<file path="src/rtl/uart_tx_pkg.sv">
// Shared definitions for the UART transmit path. uart_tx imports this package, and a future
// uart_rx is meant to reuse it.
// Optional feature macro consumed by uart_tx: UART_TX_PARITY_EN.
package uart_tx_pkg;

  // Direction constants shared with other blocks in the codebase.
  localparam logic DIR_UP          = 1'b0;
  localparam logic DIR_DOWN        = 1'b1;
  localparam logic SHIFT_DIR_LEFT  = 1'b0;
  localparam logic SHIFT_DIR_RIGHT = 1'b1;

  // UART state encodings. These are fixed so that tx and rx report the same codes.
  localparam logic [2:0] UART_ST_IDLE   = 3'd0;
  localparam logic [2:0] UART_ST_START  = 3'd1;
  localparam logic [2:0] UART_ST_DATA   = 3'd2;
  localparam logic [2:0] UART_ST_PARITY = 3'd3;
  localparam logic [2:0] UART_ST_STOP   = 3'd4;

  typedef enum logic [2:0] {
    StIdle   = UART_ST_IDLE,
    StStart  = UART_ST_START,
    StData   = UART_ST_DATA,
    StParity = UART_ST_PARITY,
    StStop   = UART_ST_STOP
  } uart_state_e;

  // Clock cycles per bit. Integer division truncates toward zero.
  function automatic int unsigned calc_clks_per_bit(input int unsigned clk_hz,
                                                    input int unsigned baud);
    return clk_hz / baud;
  endfunction

endpackage

</file>
<file path="src/rtl/baud_tick_gen.sv">
// Baud-period counter. It counts 0..CLKS_PER_BIT-1 and pulses tick for one cycle at the terminal
// count. clr restarts the period so that the next tick arrives exactly CLKS_PER_BIT cycles later.
// uart_rx is meant to reuse this block.
module baud_tick_gen #(
  parameter int unsigned CLKS_PER_BIT = 434
) (
  input  logic clk,
  input  logic rst,
  input  logic clr,
  output logic tick
);

  localparam int unsigned CntW = (CLKS_PER_BIT > 2) ? $clog2(CLKS_PER_BIT) : 1;
  localparam logic [CntW-1:0] CntMax = CntW'(CLKS_PER_BIT - 1);

  logic [CntW-1:0] cnt_q;

  // Free-running period counter; synchronous reset and clear.
  always_ff @(posedge clk) begin
    if (rst || clr) begin
      cnt_q <= '0;
    end else if (cnt_q == CntMax) begin
      cnt_q <= '0;
    end else begin
      cnt_q <= cnt_q + 1'b1;
    end
  end

  assign tick = (cnt_q == CntMax);

endmodule

</file>
<file path="src/rtl/uart_tx.sv">
// UART transmitter. It accepts one byte per valid/ready handshake and sends a frame made of a
// start bit, DATA_BITS data bits (LSB first), an optional parity bit, and STOP_BITS stop bits.
// The tx output comes straight from a flop.
// Optional feature macro: UART_TX_PARITY_EN. It inserts a parity bit, which is even when
// PARITY_ODD=0 and odd when PARITY_ODD=1.
module uart_tx
  import uart_tx_pkg::*;
#(
  parameter int unsigned CLK_HZ     = 50000000,
  parameter int unsigned BAUD       = 115200,
  parameter int unsigned DATA_BITS  = 8,
  parameter int unsigned STOP_BITS  = 1,
  parameter int unsigned PARITY_ODD = 0
) (
  input  logic                 clk,
  input  logic                 rst,
  input  logic [DATA_BITS-1:0] data,
  input  logic                 valid,
  output logic                 ready,
  output logic                 tx,
  output logic                 busy
);

  localparam int unsigned CLKS_PER_BIT = calc_clks_per_bit(CLK_HZ, BAUD);
  localparam logic [2:0]  LastData     = 3'(DATA_BITS - 1);
  localparam logic [2:0]  LastStop     = 3'(STOP_BITS - 1);

  // Elaboration-time parameter checks.
  if (CLKS_PER_BIT < 2) begin : g_chk_cpb
    $error("uart_tx: CLK_HZ/BAUD must be at least 2");
  end
  if (DATA_BITS < 5 || DATA_BITS > 8) begin : g_chk_data_bits
    $error("uart_tx: DATA_BITS must be 5..8");
  end
  if (STOP_BITS < 1 || STOP_BITS > 2) begin : g_chk_stop_bits
    $error("uart_tx: STOP_BITS must be 1 or 2");
  end
  if (PARITY_ODD > 1) begin : g_chk_parity_odd
    $error("uart_tx: PARITY_ODD must be 0 or 1");
  end

  uart_state_e          state_q, state_d;
  logic                 tx_q, tx_d;
  logic [DATA_BITS-1:0] shift_q, shift_d;
  logic [2:0]           bit_cnt_q, bit_cnt_d;
  logic                 accept;
  logic                 bit_done;
`ifdef UART_TX_PARITY_EN
  logic                 parity_q, parity_d;
`endif

  assign ready  = (state_q == StIdle);
  assign busy   = ~ready;
  assign accept = valid & ready;
  assign tx     = tx_q;

  // The period counter restarts at accept, so the start bit lasts a full CLKS_PER_BIT cycles.
  baud_tick_gen #(
    .CLKS_PER_BIT(CLKS_PER_BIT)
  ) u_baud_tick_gen (
    .clk (clk),
    .rst (rst),
    .clr (accept),
    .tick(bit_done)
  );

  // Next-state logic for the frame sequencer, the shift register, the bit counter and the line.
  always_comb begin
    state_d   = state_q;
    tx_d      = tx_q;
    shift_d   = shift_q;
    bit_cnt_d = bit_cnt_q;
`ifdef UART_TX_PARITY_EN
    parity_d  = parity_q;
`endif
    unique case (state_q)
      StIdle: begin
        tx_d = 1'b1;
        if (accept) begin
          shift_d   = data;
          bit_cnt_d = '0;
          tx_d      = 1'b0;
          state_d   = StStart;
`ifdef UART_TX_PARITY_EN
          parity_d  = (^data) ^ PARITY_ODD[0];
`endif
        end
      end
      StStart: begin
        if (bit_done) begin
          tx_d    = shift_q[0];
          state_d = StData;
        end
      end
      StData: begin
        if (bit_done) begin
          // Right shift, filling with 1 so the vacated bits look like idle line.
          shift_d = {1'b1, shift_q[DATA_BITS-1:1]};
          if (bit_cnt_q == LastData) begin
            bit_cnt_d = '0;
`ifdef UART_TX_PARITY_EN
            tx_d      = parity_q;
            state_d   = StParity;
`else
            tx_d      = 1'b1;
            state_d   = StStop;
`endif
          end else begin
            bit_cnt_d = bit_cnt_q + 3'd1;
            tx_d      = shift_d[0];
          end
        end
      end
      StParity: begin
        if (bit_done) begin
          tx_d    = 1'b1;
          state_d = StStop;
        end
      end
      StStop: begin
        tx_d = 1'b1;
        if (bit_done) begin
          if (bit_cnt_q == LastStop) begin
            bit_cnt_d = '0;
            state_d   = StIdle;
          end else begin
            bit_cnt_d = bit_cnt_q + 3'd1;
          end
        end
      end
      default: begin
        tx_d    = 1'b1;
        state_d = StIdle;
      end
    endcase
  end

  // State registers. Reset aborts any frame in flight and returns the line to idle.
  always_ff @(posedge clk) begin
    if (rst) begin
      state_q   <= StIdle;
      tx_q      <= 1'b1;
      shift_q   <= '0;
      bit_cnt_q <= '0;
`ifdef UART_TX_PARITY_EN
      parity_q  <= 1'b0;
`endif
    end else begin
      state_q   <= state_d;
      tx_q      <= tx_d;
      shift_q   <= shift_d;
      bit_cnt_q <= bit_cnt_d;
`ifdef UART_TX_PARITY_EN
      parity_q  <= parity_d;
`endif
    end
  end

endmodule

</file>
<file path="config.mk">
export PLATFORM = sky130hd
export DESIGN_NAME = uart_tx
export DESIGN_NICKNAME = d
export VERILOG_FILES = /design/src/rtl/uart_tx_pkg.sv /design/src/rtl/baud_tick_gen.sv /design/src/rtl/uart_tx.sv
export SDC_FILE = /design/constraint.sdc
export NUM_CORES = 1
export LEC_CHECK = 0
export ABC_AREA = 1
export BUFFER_PORTS_ARGS = -buffer_cell sky130_fd_sc_hd__buf_2
export CAP_MARGIN = 20
export CORE_ASPECT_RATIO = 1.5
export CORE_MARGIN = 5
export CORE_UTILIZATION = 30
export DETAILED_ROUTE_END_ITERATION = 12
export PLACE_DENSITY = 0.48
export SLEW_MARGIN = 20
export SYNTH_ARGS = -nofsm -noshare
export SYNTH_HDL_FRONTEND = slang
export SYNTH_HIERARCHICAL = 1
export SYNTH_SLANG_ARGS = --single-unit
</file>
<file path="constraint.sdc">
create_clock -name clk -period 2.9 [get_ports clk]
set_clock_uncertainty 0.05 [all_clocks]
set_input_delay 0 -clock clk [delete_from_list [all_inputs] [get_ports clk]]
set_output_delay 0 -clock clk [all_outputs]
set_load 0.02 [all_outputs]
</file>
After elaboration in Yosys (flattened, before gate mapping). Index checks and enable logic that the tools add are counted.

Bits in registers: 24. Input port bits: 11. Output and inout port bits: 3. Logic and storage cells: 55.

$add $sub $neg: 2. Equality and inequality tests: 13. Multiplexer cells: 23. Bitwise operators: 2. Reductions and logical operators: 10.

Operators with widths (number): two-way mux 3 bit (12); two-way mux 8 bit (2); case mux 8 bit (2 select lines) (1); case mux 3 bit (5 select lines) (1); inequality test 2 bit, second input constant (6); adder 9 x 1 -> 9 bit, second input constant (1); equality test 9 bit, second input constant (1); case mux 3 bit (3 select lines) (1); AND reduction 7 bit (1); equality test 3 x 2 -> 1 bit, second input constant (2); equality test 3 bit, second input constant (2); logical NOT 3 bit (2); AND reduction 3 bit (2); two-way mux 1 bit (5); case mux 1 bit (4 select lines) (1); AND reduction 4 bit (1); adder 3 x 1 -> 3 bit, second input constant (1); equality test 3 x 1 -> 1 bit, second input constant (1); nonzero test 3 bit (1); inequality test 2 x 1 -> 1 bit, second input constant (1); nonzero test 2 bit (1); OR reduction 2 bit (1); AND 1 bit (1); logical OR 1 bit (1); inverter 1 bit (1).

Logic depth before layout (Yosys ltp).
Depth after elaboration: 4. Mapped depth: 13. Depth with buffers taken out: 13.

Cells and area by module. Netlist, hierarchy kept.

By module, submodules not included: uart_tx (times used 1, cells an instance 124, area each 852.1 um^2, seq. area each 300.3 um^2); baud_tick_gen (times used 1, cells an instance 64, area each 464.2 um^2, seq. area each 180.2 um^2).

Worst setup path before layout. Ideal clock, no wire load.

Path kind: register to register. From: reg u_baud_tick_gen.cnt_q[0]. To: reg state_q[0]. Setup time: 0.117 ns. Arrival time: 1.460 ns. Setup slack: 1.272 ns. Stages on the path, launching flop included: 13. Buffers on the path: 0. Cell sequence: dfxtp_1 -> ha_1 -> nand2_1 -> nor2_1 -> nand2_2 -> inv_1 -> inv_1 -> nand3_1 -> nand2_2 -> nor2_1 -> nand2_1 -> nand2_1 -> a21oi_1.

Longest elaborated chain between the ends: 3. Elaborated cells on any way between the ends: 6. Those cells by class: eq/ne (5); reduce/logical (1).

Ends and longest elaborated chain: start, declared (RTL line baud_tick_gen.sv:16) `logic [CntW-1:0] cnt_q;`; start signal, assigned (RTL line baud_tick_gen.sv:25) `cnt_q <= cnt_q + 1'b1;`; equality test 9 bit * (RTL line baud_tick_gen.sv:29) `assign tick = (cnt_q == CntMax);`; via bit_done (RTL line uart_tx.sv:47) `logic bit_done;`; inequality test 2 bit (no line); AND reduction 7 bit (no line) *; end signal, assigned (RTL line uart_tx.sv:141) `state_q <= StIdle;`; end signal, assigned (RTL line uart_tx.sv:149) `state_q <= state_d;`; end, declared (RTL line uart_tx.sv:42) `uart_state_e state_q, state_d;`.

The timed path passes the listed nets; every way through them passes the cells marked *. A chain may end at the register's enable or synchronous reset.

Worst setup path in the final report. Same ends and word-level chain as after synthesis.

==> metrics <==
status completed; clock root buffer clkbuf_8; Hold Path Class input port to flip-flop; ANT nets after route 0; GRT Util Overall 9.75%; final slew viol count 0; grt total ovfl 0; R2R cell count 12; Final WS setup ~1.1 ns; fin nets around 220; count of final setup violators 0; r2r endpoint state_q[0]; initial DRC count 28; Crit path required time between 3 and 4 ns; synth top area cells dfxtp_1 (37%), nand2_1 (13%), nor2_1 (6.8%), inv_1 (5.4%), nand3_1 (4.9%); PD cells about 490 nW/um^2; highest net fanout along the worst path 5; post-cts sizing count 0; final hold vios 0; # Post-CTS Setup Buffers 0; P_sw approximately 220 uW; most frequent cells in the layout nand2_1 (47), nor2_1 (24), dfxtp_1 (24); Slew HR between 70% and 80%; RePlAce Congestion about 0.85; Final min period 1.81 ns; switching share of power 30.3%; CP Capture Type flip-flop; worst hold slack 0.00656 ns; clock share of power a little over a quarter; vias in the first global route 1138; unrepaired setup endpoints after global routing false; Hold Path Cell Cnt 3; H-tree Lvls 1; Ports 14; dpl ws 1.12 ns; Die Area ~5800 um^2; Avg Cell Area, Syn between 7 and 8 um^2; crit path launch u_baud_tick_gen/cnt_q[0]; Worst-path clk slew 0.09 ns; CP arrival between 1.5 and 2 ns; Synth warnings 6; largest net degree at the start of global routing 13; final clock period utilization by the worst path between 60% and 70%; drt total wl ~2700 um; peak supply drop roughly 0.00026 V; Flop pwr share between 50 and 60%; first-pass GRT wire length 4680 um; post-synth top area share between 30 and 40%; distinct cell type count after synthesis 25; DR WL/cell around 11 um; most common cell after layout, fill and taps aside nand2_1; row count 29; Synth Cell Area approximately 1300 um^2; P_leak about 0.63 nW; P_int roughly 500 uW; FMAX 0.551 GHz; Comb pwr share 21.1%; TritonCTS clock tree yes; Maximum Capacitance Violations 0; setup TNS 0 ns; CTS Buffer Depth 2; total core area approximately 4200 um^2; Seq cells post-synth 24; worst slew pin tran 0.376 ns; Die H around 91 um; TritonCTS buffer count 3; Hold Path End shift_q[7]; DR DRC count 0; area leader, netlist dfxtp_1; Area Growth Syn to Fin 12.8%; die width approximately 64 um; fraction of layout cells with a size suffix above 1 between 10% and 20%; Initial Util a little under a third; hpwl dp between 2000 and 2500 um; vias per inst about 4.6; Power, Total around 720 uW; Antenna diodes 0; sequential cell area fraction in the yosys report a little over a third; clk sink count 24; setup slack, reg-to-reg ~1.1 ns; DR vias 1157; Startpoint Class flip-flop; syn_nets 204; WS Path Type flip-flop to flip-flop; HP Start data[7]; Post-Syn Instances 188; Pre-antenna DRT Iters 4; Skew-Pair Late Insertion Delay roughly 0.26 ns; RR Startpoint u_baud_tick_gen/cnt_q[0]; IO buf count 13; initial antenna violation count 0
worst max-delay path by stage:
stage                  to  slack (ns)  cells after the start
6_report       state_q[0]        1.09                     12
5_1_grt        state_q[0]        0.94                     12
4_1_cts        state_q[0]        1.10                     12
3_5_place_dp   state_q[0]        1.12                     12
3_3_place_gp   state_q[1]        1.13                     12
2_1_floorplan  state_q[0]        1.27                     12
registers in the layout, summed over array words and instances, names as in the netlist:
| name | flops |
|---|---|
| tx | 1 |
| shift_q | 8 |
| u_baud_tick_gen/cnt_q | 9 |
| bit_cnt_q | 3 |
| state_q | 3 |
worst max-delay path, stage by stage (launching register included):
cell and delay (ns):
dfxtp_1 0.40, ha_1 0.16, nand2_1 0.05, nor2_1 0.12, nand2_2 0.09, inv_1 0.13, inv_1 0.09, nand3_1 0.10
nand2_2 0.08, nor2_1 0.21, nand2_1 0.10, nand2_1 0.07, a21oi_1 0.05
logic make-up after synthesis:
group           after synthesis  synth area share [%]
buf+inv                      25                  7.41
flops                        24                  36.5
compound gates               32                  15.2
fa+ha+maj                     5                  4.75
simple gates                100                  34.8
xor+xnor                      2                  1.33
cells in the mapped netlist (all sizes together):
cell type	n
ha	5
nor3	2
o211a	1
a21oi	13
o21ai	16
o21bai	2
xnor2	1
nand2	55
xor2	1
nand4	1
inv	24
buf	1
nor2	28
dfxtp	24
nand3	14
routing by layer:
metal | global-route usage (%) | routed length (um) | up-vias
li1 | - | - | 628
met1 | 10.5 | 1160 | 517
met2 | 17.9 | 1410 | 10
met3 | 1.60 | 69 | 2
met4 | 4.68 | 32 | 0
met5 | 0 | 0 | -
layout make-up:
class,instances,area [um^2]
clock buffers,3,41.3
fillers,463,2760
multi-input cells,139,738
well taps,46,57.6
flip-flops and latches,24,480
repair buffers,14,75.1
inverters,24,92.6
what timing repair did:
action / 4_1_cts / 5_1_grt
hold endpoints to repair: 6 / 0
setup endpoints to repair: 0 / 0
hold buffers: 1 / 0
stage by stage:
stage | cells | util [%] | area, um^2
final | 250 | 35.0 | 1490
after global routing | 250 | 35.0 | 1490
after CTS | 250 | 35.0 | 1490
after detailed placement | 246 | 33.8 | 1430
after global placement | 246 | 33.8 | 1430
after floorplan | 188 | - | 1320
power groups by stage:
stage                     logic (mW)  registers (mW)  clock network [mW]
after floorplan                0.114           0.380                   0
after global placement         0.155           0.382                   0
after detailed placement       0.154           0.382                   0
after CTS                      0.156           0.374               0.208
after global routing           0.174           0.377               0.218
final                          0.152           0.374               0.195
No activity file was read; power rests on OpenSTA's default activity.
